===== src/rtl/complex_axpy_sequencer_pkg.sv =====
// Shared types and sizing helpers for the complex AXPY sequencer.
// Chunk math keeps an exact multiple of NI as a full last chunk rather than an empty one.
package complex_axpy_sequencer_pkg;

    localparam int ELEM_W_DEF = 64;

    typedef enum logic [1:0] {
        ST_IDLE  = 2'd0,
        ST_ISSUE = 2'd1,
        ST_DRAIN = 2'd2,
        ST_DONE  = 2'd3
    } state_e;

    function automatic int calc_nchunk(input int noe, input int ni);
        return (noe + ni - 1) / ni;
    endfunction

    function automatic int calc_last_lanes(input int noe, input int ni);
        return noe - (calc_nchunk(noe, ni) - 1) * ni;
    endfunction

endpackage


===== src/rtl/axpy_tag_pipe.sv =====
// Fixed-depth shift register of {valid, chunk index, last} tracking reads through RAM + datapath latency.
// pending_o reports tags that have not yet reached the output stage.
module axpy_tag_pipe #(
    parameter int DEPTH = 8,
    parameter int IDX_W = 8
) (
    input  logic             clk_i,
    input  logic             flush_i,
    input  logic             vld_i,
    input  logic [IDX_W-1:0] idx_i,
    input  logic             last_i,
    output logic             vld_o,
    output logic [IDX_W-1:0] idx_o,
    output logic             last_o,
    output logic             pending_o
);

    logic [DEPTH-1:0] vld_q;
    logic [DEPTH-1:0] last_q;
    logic [IDX_W-1:0] idx_q [DEPTH];

    always_ff @(posedge clk_i) begin
        if (flush_i) begin
            vld_q  <= '0;
            last_q <= '0;
            for (int i = 0; i < DEPTH; i++) begin
                idx_q[i] <= '0;
            end
        end else begin
            vld_q[0]  <= vld_i;
            last_q[0] <= last_i;
            idx_q[0]  <= idx_i;
            for (int i = 1; i < DEPTH; i++) begin
                vld_q[i]  <= vld_q[i-1];
                last_q[i] <= last_q[i-1];
                idx_q[i]  <= idx_q[i-1];
            end
        end
    end

    // The output stage is excluded so the controller can finish on the cycle of the final write.
    always_comb begin
        pending_o = 1'b0;
        for (int i = 0; i < DEPTH - 1; i++) begin
            pending_o = pending_o | vld_q[i];
        end
    end

    assign vld_o  = vld_q[DEPTH-1];
    assign idx_o  = idx_q[DEPTH-1];
    assign last_o = last_q[DEPTH-1];

endmodule


===== src/rtl/complex_axpy_sequencer.sv =====
// Streams ceil(NOE/NI) operand chunks to the complex multiply-add datapath and issues masked,
// latency-aligned write-backs; done pulses on the cycle after the final write.
module complex_axpy_sequencer
    import complex_axpy_sequencer_pkg::*;
#(
    parameter int NOE           = 19,
    parameter int NI            = 8,
    parameter int ELEMENT_WIDTH = ELEM_W_DEF,
    parameter int ADDR_WIDTH    = 8,
    parameter int RD_LAT        = 1,
    parameter int PIPE_LAT      = 7
) (
    input  logic                     clk,
    input  logic                     reset,
    input  logic                     start,
    input  logic                     op_in,
    input  logic [ELEMENT_WIDTH-1:0] constant_in,
    input  logic [ADDR_WIDTH-1:0]    a_base,
    input  logic [ADDR_WIDTH-1:0]    b_base,
    input  logic [ADDR_WIDTH-1:0]    dst_base,
    output logic                     rd_en,
    output logic [ADDR_WIDTH-1:0]    rd_addr_a,
    output logic [ADDR_WIDTH-1:0]    rd_addr_b,
    output logic [ELEMENT_WIDTH-1:0] dp_constant,
    output logic                     dp_op,
    output logic                     wr_en,
    output logic [ADDR_WIDTH-1:0]    wr_addr,
    output logic [NI-1:0]            wr_mask,
    output logic                     busy,
    output logic                     done,
    output logic                     start_err
);

    localparam int NCHUNK     = calc_nchunk(NOE, NI);
    localparam int LAST_LANES = calc_last_lanes(NOE, NI);
    localparam int DEPTH      = RD_LAT + PIPE_LAT;

    localparam logic [ADDR_WIDTH-1:0] LAST_IDX  = ADDR_WIDTH'(NCHUNK - 1);
    localparam logic [NI-1:0]         FULL_MASK = {NI{1'b1}};
    // Lane 0 sits in the MSB, so a partial chunk keeps its top LAST_LANES bits.
    localparam logic [NI-1:0]         LAST_MASK = FULL_MASK << (NI - LAST_LANES);

    state_e                    state_q, state_d;
    logic [ADDR_WIDTH-1:0]     cnt_q, cnt_d;
    logic                      op_q;
    logic [ELEMENT_WIDTH-1:0]  const_q;
    logic [ADDR_WIDTH-1:0]     a_q, b_q, dst_q;

    logic                      accept;
    logic                      tag_vld, tag_last, tag_pending;
    logic [ADDR_WIDTH-1:0]     tag_idx;

    assign accept = (state_q == ST_IDLE) && start;

    always_ff @(posedge clk) begin
        if (reset) begin
            state_q <= ST_IDLE;
            cnt_q   <= '0;
            op_q    <= 1'b0;
            const_q <= '0;
            a_q     <= '0;
            b_q     <= '0;
            dst_q   <= '0;
        end else begin
            state_q <= state_d;
            cnt_q   <= cnt_d;
            if (accept) begin
                op_q    <= op_in;
                const_q <= constant_in;
                a_q     <= a_base;
                b_q     <= b_base;
                dst_q   <= dst_base;
            end
        end
    end

    always_comb begin
        state_d = state_q;
        cnt_d   = cnt_q;
        rd_en   = 1'b0;
        busy    = 1'b0;
        done    = 1'b0;
        unique case (state_q)
            ST_IDLE: begin
                if (start) begin
                    state_d = ST_ISSUE;
                    cnt_d   = '0;
                end
            end
            ST_ISSUE: begin
                rd_en = 1'b1;
                busy  = 1'b1;
                cnt_d = cnt_q + ADDR_WIDTH'(1);
                if (cnt_q == LAST_IDX) begin
                    state_d = ST_DRAIN;
                end
            end
            ST_DRAIN: begin
                busy = 1'b1;
                if (!tag_pending) begin
                    state_d = ST_DONE;
                end
            end
            ST_DONE: begin
                done    = 1'b1;
                state_d = ST_IDLE;
            end
            default: state_d = ST_IDLE;
        endcase
    end

    assign start_err = start && (state_q != ST_IDLE);

    axpy_tag_pipe #(
        .DEPTH (DEPTH),
        .IDX_W (ADDR_WIDTH)
    ) u_tag_pipe (
        .clk_i     (clk),
        .flush_i   (reset),
        .vld_i     (rd_en),
        .idx_i     (cnt_q),
        .last_i    (cnt_q == LAST_IDX),
        .vld_o     (tag_vld),
        .idx_o     (tag_idx),
        .last_o    (tag_last),
        .pending_o (tag_pending)
    );

    assign rd_addr_a   = a_q + cnt_q;
    assign rd_addr_b   = b_q + cnt_q;
    assign dp_constant = const_q;
    assign dp_op       = op_q;
    assign wr_en       = tag_vld;
    assign wr_addr     = dst_q + tag_idx;
    assign wr_mask     = tag_vld ? (tag_last ? LAST_MASK : FULL_MASK) : '0;

endmodule

===== config.mk =====
export PLATFORM = sky130hd
export DESIGN_NAME = complex_axpy_sequencer
export DESIGN_NICKNAME = d
export VERILOG_FILES = /design/src/rtl/complex_axpy_sequencer_pkg.sv /design/src/rtl/axpy_tag_pipe.sv /design/src/rtl/complex_axpy_sequencer.sv
export SDC_FILE = /design/constraint.sdc
export NUM_CORES = 1
export LEC_CHECK = 0
export ABC_AREA = 1
export BUFFER_PORTS_ARGS = -buffer_cell sky130_fd_sc_hd__buf_4
export CORE_MARGIN = 2
export CORE_UTILIZATION = 50
export CTS_BUF_LIST = sky130_fd_sc_hd__clkbuf_16
export CTS_CLUSTER_DIAMETER = 80
export DETAILED_ROUTE_END_ITERATION = 16
export GPL_TIMING_DRIVEN = 0
export HOLD_SLACK_MARGIN = 0.15
export PLACE_DENSITY = 0.89
export SYNTH_ARGS = -nofsm -noshare
export SYNTH_HDL_FRONTEND = slang
export SYNTH_HIERARCHICAL = 1
export SYNTH_SLANG_ARGS = --single-unit

===== constraint.sdc =====
create_clock -name clk -period 4.1 [get_ports clk]
set_clock_uncertainty 0.15 [all_clocks]
set_input_delay 0.615 -clock clk [delete_from_list [all_inputs] [get_ports clk]]
set_output_delay 0.615 -clock clk [all_outputs]
set_load 0.005 [all_outputs]

==> impl_results.md <==
- Run status: finished clean
- DRT Wirelength: 16.3 mm
- Number of synthesized flops with an enable pin: 0
- RSZ-0062 raised after global routing: false
- # diodes: 0
- Seq/Total Area, Yosys: 0.510
- Hold Crit Depth: 2
- R2r startpoint: state_q[0]
- Largest net degree at the start of global routing: 17
- Clk_lat worst skew: 0.42 ns
- Startpoint Class: register
- Final ANT Viol Nets: 0
- Detailed Routing Iterations Pass 1: 6
- Max cap viols: 0
- Pre-CTS setup slack: 1.54 ns
- TritonCTS buffer count: 17
- Core ar.: 0.0138 mm²
- Via count: 6001
- Core Rows: 43
- Resized Gates After CTS: 0
- Mapped Nets: 990
- Design area: 0.00928 mm²
- Slew Viols, Final: 0
- I/O pin cnt: 194
- Worst Path Required: 3.34 ns
- Tot Pwr: 5280 µW
- Yosys cell types: 33
- Fin crit period: 3.04 ns
- GRT Total Usage: 0.231
- PnR worst setup slack: 1.06 ns
- Reg2reg path depth: 7
- Slew margin rel.: 0.611
- Ys async rst share: 0
- Syn Std Cell Area: 0.00702 mm²
- Global-route wire length before repair: 27.1 mm
- RR Endpoint: dst_q[4]
- Finished Layout Cells: 1272
- Critical Path AT: 2.28 ns
- First DRT Iteration DRCs: 225
- TNS Setup: 0 ns
- PwrDens: 569 mW/mm²
- DR WL/cell: 12.8 µm
- Number of synthesized register bits: 179
- Vias in the first global route: 6017
- Die area: 0.0150 mm²
- Starting Density: 0.510
- GPL Wtd Cong: 0.915
- CTS tree: built
- End of the worst hold path: u_tag_pipe/idx_q[0][9]
- Leak: 0.00440 µW
- Hold Buf Count CTS: 0
- Count of final hold-check violations: 0
- Vias per cell: 4.72
- Die Y: 123 µm
- Sink Count: 179
- Critical path class: reg -> out
- Placed Cells incl. Taps: 1240
- Clock transition at path regs: 0.07 ns
- Post-CTS Setup Bufs: 0
- Path category of the worst min-delay check: reg -> reg
- Htree depth: 4
- Worst-Margin Slew: 0.583 ns
- CTS Buffer Depth: 2
- Area Growth Syn to Fin: 32.1%
- CTS root buffer: clkbuf_16
- Layout cells sized above 1: 0.264
- Min-delay src: u_tag_pipe/idx_q[0][1]
- Warnings, synthesis: 6
- Buffers on Ports: 193
- Aggregate global routing overflow: 0
- Critical path fanouts, max: 7
- Fin crit share: 0.743
- Max Freq: 0.328 GHz
- DRC viols: 0
- Post-DP HPWL: 11.9 mm
- Final setup vio count: 0
- Main synth FF type: dfxtp_1
- Worst vdd ir: 0.421 mV
- Initial antenna violation count: 0
- Mapped Cells: 867
- Die span in x: 123 µm
- Post-DP Area: 0.00870 mm²
- Crit end category: primary output
- Layout fillers: 1093
- Synthesized area per cell: 8.10 µm²
- Layout Nets: 1202
- Worst reg2reg setup slack: 2.28 ns
==> sequential cells by signal, summed over array words and instances (netlist names) <==
| signal | cells |
|---|---|
| state_q | 2 |
| u_tag_pipe/last_q | 8 |
| b_q | 8 |
| dp_constant | 64 |
| a_q | 8 |
| u_tag_pipe/vld_q | 8 |
| cnt_q | 8 |
| u_tag_pipe/idx_q | 64 |
| dp_op | 1 |
| dst_q | 8 |
==> kinds of logic after synthesis <==
group	Yosys count	share of synthesized area
and+or+nand+nor	342	0.196
DFF	179	0.510
buffers and inverters	169	0.116
AOI/OAI and AO/OA	125	0.0937
adders and majority gates	31	0.0584
xor gates and xnor gates	21	0.0262
==> power breakdown <==
part | switching, µW | internal, µW
clock | 684 | 901
combinational | 790 | 727
sequential | 165 | 2010
total | 1640 | 3640
==> critical path: stages, from the launching register on <==
cell and delay (ns):
dfxtp_1 0.47, ha_1 0.23, inv_1 0.06, fa_1 0.40
o21ai_1 0.25, nand2_1 0.10, nand2_1 0.08, xor2_1 0.14
buf_4 0.13
==> final cells by class <==
type	count	area, µm²	share of cell area
clock buffer	17	425	0.0459
tap	180	225	0.0243
multi-input combinational	519	2630	0.283
timing repair buffer	193	1450	0.156
inverter	116	435	0.0469
buffer	53	377	0.0406
clock inverter	15	155	0.0167
sequential	179	3580	0.386
==> cells in the mapped netlist (all sizes together), types with 3 or more instances <==
| cell type | count | area (µm²) |
|---|---|---|
| dfxtp | 179 | 3580 |
| inv | 112 | 420 |
| o21ai | 93 | 469 |
| xor2 | 10 | 87.6 |
| nand4 | 4 | 40.0 |
| clkinv | 4 | 15.0 |
| a21boi | 3 | 22.5 |
| nand2 | 55 | 231 |
| a21oi | 24 | 128 |
| nor2 | 269 | 1020 |
| a21o | 3 | 22.5 |
| xnor2 | 11 | 96.3 |
| buf | 43 | 339 |
| fa | 3 | 60.1 |
| clkbuf | 10 | 37.5 |
| ha | 28 | 350 |
| nand3 | 12 | 65.1 |
==> metrics by stage <==
stage / hold WS, ns / utilization
CTS: 0.233 / 0.674
finish: 0.244 / 0.674
detailed placement: 0.242 / 0.631
floorplan: 0.238 / -
global placement: 0.239 / 0.631
global route: 0.242 / 0.674
==> placed cells by master (no fill, tap or decap) <==
master and count:
nand2_1 49, nor2_4 1, a21oi_2 2, buf_4 210, dfxtp_1 179, buf_2 13, inv_1 106, xnor2_1 11
nand3_1 11, o21ai_1 84, nand3_2 1, fa_1 3, nand4_1 3, nand2_4 2, xor2_1 10, clkinv_2 3
nor2_2 3, nand2_2 4, a31o_1 1, clkbuf_16 17, clkinv_4 3, inv_6 4, o21ai_0 8, nand4_4 1
bufinv_16 2, o21ai_2 1, nand3b_1 1, inv_2 6, clkinv_1 5, a21boi_0 3, clkinvlp_4 2, nor2_1 265
ha_1 28, a211oi_1 1, clkbuf_1 10, buf_6 13, a21oi_1 22, a21o_1 3, nor3_1 1
==> routing by layer <==
| layer | vias up | part of all wire | GRT usage |
|---|---|---|---|
| met5 | - | 0 | 0 |
| met4 | 0 | 0.019 | 0.0927 |
| met3 | 25 | 0.069 | 0.0706 |
| met2 | 178 | 0.51 | 0.414 |
| met1 | 2737 | 0.40 | 0.253 |
| li1 | 3061 | - | - |
==> how the worst max path moves through the flow <==
stage                  start            to  slack, ns  cells after the start
detailed placement  cnt_q[0]  rd_addr_b[6]       1.54                      8
global route        cnt_q[0]  rd_addr_b[6]       0.91                      8
global placement    cnt_q[0]  rd_addr_b[6]       1.55                      8
CTS                 cnt_q[0]  rd_addr_b[6]       1.07                      8
finish              cnt_q[0]  rd_addr_b[6]       1.06                      8
floorplan           cnt_q[0]  rd_addr_a[6]       1.83                      7
(Power assumes the default switching activity.)
